==> src/rtl/snake_ctrl.sv <==
// snake_ctrl: snake-game move sequencer owning the body ring buffer and the 8x16 framebuffer
module snake_ctrl #(
  parameter int MAX_LEN = 32,
  parameter int PTR_W   = 5
) (
  input  logic             clk,
  input  logic             rst,
  input  logic             step,
  input  logic             dir_valid,
  input  logic [1:0]       dir_in,
  input  logic [7:0]       food_pos,
  output logic [127:0]     pixel_reg,
  output logic [7:0]       head_pos,
  output logic [7:0]       tail_pos,
  output logic [PTR_W:0]   length,
  output logic             grow,
  output logic             game_over,
  output logic             busy
);
  typedef enum logic [1:0] {IDLE, CALC, COMMIT} state_t;
  state_t r_state, w_next_state;
  logic [7:0]       r_buf [MAX_LEN];
  logic [PTR_W-1:0] r_hptr, r_tptr;
  logic [PTR_W:0]   r_len;
  logic [127:0]     r_pixel, w_pix;
  logic [7:0]       r_head, r_tail, r_next, w_next_head;
  logic [1:0]       r_dir, r_pend;
  logic             r_eat, r_grow_en, r_hit, r_grow, r_over;
  logic [2:0]       w_row;
  logic [3:0]       w_col;
  logic             w_eat, w_grow_en, w_hit;
  always_ff @(posedge clk)
    r_state <= rst ? IDLE : w_next_state;
  always_comb
    w_next_state = r_state == IDLE ? ((step && !r_over) ? CALC : IDLE) :
                   r_state == CALC ? COMMIT : IDLE;
  always_comb
    busy = r_state != IDLE;
  // Rows and columns wrap naturally through their 3- and 4-bit widths
  always_comb begin
    w_row       = r_head[6:4] + (r_pend == 2'd2 ? 3'd1 : r_pend == 2'd0 ? 3'd7 : 3'd0);
    w_col       = r_head[3:0] + (r_pend == 2'd1 ? 4'd1 : r_pend == 2'd3 ? 4'hF : 4'd0);
    w_next_head = {1'b0, w_row, w_col};
    w_eat       = w_next_head == food_pos;
    w_grow_en   = w_eat && !r_len[PTR_W];
    w_hit       = !r_pixel[w_next_head[6:0]] && !(w_next_head == r_tail && !w_grow_en);
  end
  // Head clear is applied last so it wins when the head enters the vacated tail cell
  always_comb begin
    w_pix = r_pixel;
    if (!r_grow_en) w_pix[r_tail[6:0]] = 1'b1;
    w_pix[r_next[6:0]] = 1'b0;
  end
  always_ff @(posedge clk) begin
    if (rst) begin
      for (int i = 0; i < MAX_LEN; i++) r_buf[i] <= 8'h00;
      r_buf[1]  <= 8'h10;
      r_buf[2]  <= 8'h20;
      r_hptr    <= 2;
      r_tptr    <= 0;
      r_len     <= 3;
      r_head    <= 8'h20;
      r_tail    <= 8'h00;
      r_next    <= 8'h00;
      r_pixel   <= {{95{1'b1}}, 1'b0, {15{1'b1}}, 1'b0, {15{1'b1}}, 1'b0};
      r_dir     <= 2'd2;
      r_pend    <= 2'd2;
      r_eat     <= 1'b0;
      r_grow_en <= 1'b0;
      r_hit     <= 1'b0;
      r_grow    <= 1'b0;
      r_over    <= 1'b0;
    end else begin
      r_grow <= 1'b0;
      if (dir_valid && dir_in != (r_dir ^ 2'd2)) r_pend <= dir_in;
      if (r_state == CALC) begin
        r_dir     <= r_pend;
        r_next    <= w_next_head;
        r_eat     <= w_eat;
        r_grow_en <= w_grow_en;
        r_hit     <= w_hit;
      end
      if (r_state == COMMIT) begin
        r_grow <= r_eat && !r_hit;
        if (r_hit) r_over <= 1'b1;
        else begin
          r_buf[r_hptr + 1'b1] <= r_next;
          r_hptr  <= r_hptr + 1'b1;
          r_head  <= r_next;
          r_pixel <= w_pix;
          if (r_grow_en) r_len <= r_len + 1'b1;
          else begin
            r_tptr <= r_tptr + 1'b1;
            r_tail <= r_buf[r_tptr + 1'b1];
          end
        end
      end
    end
  end
  assign pixel_reg = r_pixel;
  assign head_pos  = r_head;
  assign tail_pos  = r_tail;
  assign length    = r_len;
  assign grow      = r_grow;
  assign game_over = r_over;
endmodule

==> config.mk <==
export PLATFORM = sky130hd
export DESIGN_NAME = snake_ctrl
export DESIGN_NICKNAME = d
export VERILOG_FILES = /design/src/rtl/snake_ctrl.sv
export SDC_FILE = /design/constraint.sdc
export NUM_CORES = 1
export LEC_CHECK = 0
export CORE_AREA = 8 8 257 259
export CTS_CLUSTER_DIAMETER = 200
export DETAILED_ROUTE_END_ITERATION = 10
export DIE_AREA = 0 0 265 267
export SLEW_MARGIN = 0
export SYNTH_ARGS = -nofsm -noshare
export SYNTH_HDL_FRONTEND = slang
export SYNTH_SLANG_ARGS = --single-unit
==> constraint.sdc <==
create_clock -name clk -period 4.2 [get_ports clk]
set_clock_uncertainty 0.05 [all_clocks]
set_input_delay 0.84 -clock clk [delete_from_list [all_inputs] [get_ports clk]]
set_output_delay 0.84 -clock clk [all_outputs]
set_load 0.02 [all_outputs]
==> flow_metrics.env <==
export IMPL_path_class="reg2reg"
export IMPL_grt_max_degree=95
export IMPL_clock_latency_ns=0.60
export IMPL_vias_per_cell=5.35
export IMPL_ant_nets=0
export IMPL_post_route_period_util_pct=81.1
export IMPL_combPwrFrac_pct=6.4
export IMPL_setup_violations_final=0
export IMPL_ioPinCount=167
export IMPL_drive_gt1_share_pct=13.2
export IMPL_hold_viol_final=0
export IMPL_wl_um=59500
export IMPL_synth_compound_area_share_pct=10.2
export IMPL_clkPwrFrac_pct=45.7
export IMPL_ir_drop_mv=0.288
export IMPL_fin_area_um2=22500
export IMPL_grtUsageTotal_pct=16.2
export IMPL_fmax_mhz=293
export IMPL_syn_inst=1628
export IMPL_critPathCaptureType="flip-flop"
export IMPL_die_area_um2=70800
export IMPL_h_tree_depth=2
export IMPL_synth_top_flop_cell="edfxtp_1"
export IMPL_syn_area_per_cell_um2=11.3
export IMPL_synth_fa_ha_area_share_pct=0.516
export IMPL_finalMaxSlewViolations=0
export IMPL_power_frac_seq_pct=47.9
export IMPL_via_count=13900
export IMPL_fin_tns_setup_ns=0
export IMPL_cts_root_buf="clkbuf_16"
export IMPL_crit_path_max_fanout=9
export IMPL_antenna_found_initial=0
export IMPL_synthArstFlopShare_pct=0
export IMPL_synth_warnings=0
export IMPL_ys_seq_elements=400
export IMPL_worstMarginPinSlew_ns=1.22
export IMPL_core_area_um2=62200
export IMPL_cts_setup_buffers=0
export IMPL_synth_simple_area_share_pct=14.5
export IMPL_grt_pass1_vias=13500
export IMPL_synth_area_mux_share_pct=14.1
export IMPL_p_switching_mw=2.09
export IMPL_post_synth_xor_area_fraction_pct=1.84
export IMPL_routabilityCongestion=0.891
export IMPL_outcome="completed"
export IMPL_placement_io_buffers=164
export IMPL_synth_top_family_by_area="simple AND/OR/NAND/NOR gates"
export IMPL_max_cap_violations=0
export IMPL_fillers=5956
export IMPL_p_per_area_nw_per_um2=397
export IMPL_rows=92
export IMPL_yosysSeqAreaShare_pct=55.6
export IMPL_hold_buffers=0
export IMPL_hp_class="reg2reg"
export IMPL_dpl_hpwl_um=39900
export IMPL_yosysUniqueCellTypes=53
export IMPL_initial_core_util_pct=29.7
export IMPL_arrival_ns=3.88
export IMPL_synth_edf_count=224
export IMPL_fin_nets=1788
export IMPL_clock_sink_count=400
export IMPL_relSlewSlack_pct=18.3
export IMPL_wl_per_cell_um=22.9
export IMPL_cts_tree="yes"
export IMPL_clock_path_buffers=3
export IMPL_grt_first_pass_wirelength_um=88300
export IMPL_power_leakage_nw=8.07
export IMPL_synth_area_um2=18400
export IMPL_die_x_um=265
export IMPL_diodes=0
export IMPL_p_sw_share_pct=23.4
export IMPL_place_area_um2=21000
export IMPL_post_route_min_period_ns=3.41
export IMPL_rsz0062_at_grt="false"
export IMPL_largest_reg_flops=224
export IMPL_die_y_um=267
export IMPL_cts_repair_resized=0
export IMPL_clk_pin_slew_ns=0.06
export IMPL_syn2layout_area_growth_pct=22.1
export IMPL_dr_first_iter_drc_count=1449
export IMPL_cts_inserted_buffers=45
export IMPL_crit_path_start_kind="flip-flop"
export IMPL_cp_required_ns=4.68
export IMPL_gr_total_overflow=0
export IMPL_drt_first_pass_iters=5
export IMPL_p_int_mw=6.84
export IMPL_total_power_mw=8.93
export IMPL_drc=0
## worst paths after layout
check,from,end,slack (ns),depth (start not counted)
worst max-delay path,r_pend[0],r_hit,0.79,10
worst min-delay path,r_dir[0],r_dir[0],0.43,2
worst max register to register,r_pend[0],r_hit,0.79,10
worst min register to register,r_dir[0],r_dir[0],0.43,2
## logic make-up (layout without fill, tap and decap cells)
kind of cell	after synthesis	in the layout
AO/OA/AOI/OAI	301	301
XOR/XNOR	37	37
adder cells (fa/ha/maj)	7	7
buffers and inverters	125	299
flip-flops	400	400
multiplexers	133	133
other	1	2
AND/OR/NAND/NOR	624	624
## worst max-delay path: stages (launching register included)
cell and delay, ns:
dfxtp_1 0.43, nand2_1 0.18, xnor2_1 0.16, ha_1 0.68
buf_4 0.29, xnor2_1 0.13, nand4_1 0.09, or3_1 0.33
nor4_1 0.62, o41ai_1 0.22, o21ai_0 0.16
## cell usage after synthesis (3+ instances only)
master	n	area [um^2]
buf_2	9	45.0
nand3_1	17	85.1
nand4_1	6	37.5
dfxtp_1	176	3520
nand3b_1	7	52.6
clkbuf_1	77	289
nor2b_1	9	56.3
nor3b_1	3	22.5
nor4b_1	4	35.0
o21ai_0	8	40.0
inv_1	7	26.3
mux4_2	102	2300
buf_1	19	71.3
xor2_1	20	175
o21bai_1	125	938
clkbuf_8	5	68.8
a211oi_1	10	75.1
nand2b_1	39	244
nor3_1	17	85.1
buf_4	5	37.5
edfxtp_1	224	6730
nor2_1	402	1510
mux2i_1	31	310
or3_1	6	37.5
nor4_1	5	31.3
ha_1	6	75.1
xnor2_1	15	131
buf_6	3	33.8
a31oi_1	3	18.8
nand2_1	93	349
a21oi_1	144	721
## layer usage
layer / vias to the layer above / routed length, um / track usage [%]
met3: 155 / 5120 / 2.98
met2: 772 / 28100 / 26.6
li1: 6140 / - / -
met1: 6852 / 24100 / 21.0
met5: - / 0 / 0
met4: 0 / 2190 / 6.82
## power groups by stage
stage,registers (mW),logic (mW),clock network (mW)
final,4.28,0.567,4.08
after global routing,4.28,0.601,4.29
after CTS,4.28,0.565,4.14
after detailed placement,4.36,0.564,0
after global placement,4.36,0.556,0
after floorplan,4.32,0.408,0
## layout by cell type, fill, tap and decap left out, types with 4 or more instances in the layout
master           netlist  layout
nor2_1               402     401
edfxtp_1             224     224
dfxtp_1              176     175
clkdlybuf4s50_1        0     163
a21oi_1              144     144
o21bai_1             125     125
mux4_2               102     102
nand2_1               93      93
clkbuf_16              0      45
buf_4                  5      41
nand2b_1              39      39
mux2i_1               31      31
xor2_1                20      19
nand3_1               17      17
nor3_1                17      15
xnor2_1               15      14
a211oi_1              10      10
nor2b_1                9       9
o21ai_0                8       8
clkinv_1               0       8
clkinv_2               0       8
clkbuf_1              77       8
inv_1                  7       7
nand3b_1               7       7
or3_1                  6       6
nand4_1                6       6
bufinv_16              0       6
nor4_1                 5       5
buf_12                 0       5
nor4b_1                4       4
ha_1                   6       4
## metrics by stage
stage               hold WS, ns  cells  worst slack [ns]  utilization (%)
global route              0.472   2602             0.537             36.2
detailed placement        0.420   2519             0.779             33.8
floorplan                 0.379   1629              1.49                -
CTS                       0.436   2602             0.732             36.2
finish                    0.432   2602             0.792             36.2
global placement          0.414   2519             0.715             33.8
## final cells by class
type / count / area [um^2] / area share [%]
well taps: 799 / 1000 / 4.44
multi-input cells: 1104 / 7660 / 34.0
repair buffers: 209 / 2040 / 9.06
flip-flops and latches: 400 / 10300 / 45.6
clock inverters: 28 / 339 / 1.51
inverters: 7 / 26.3 / 0.117
clock buffers: 55 / 1180 / 5.26
No activity file was read; power rests on OpenSTA's default activity.
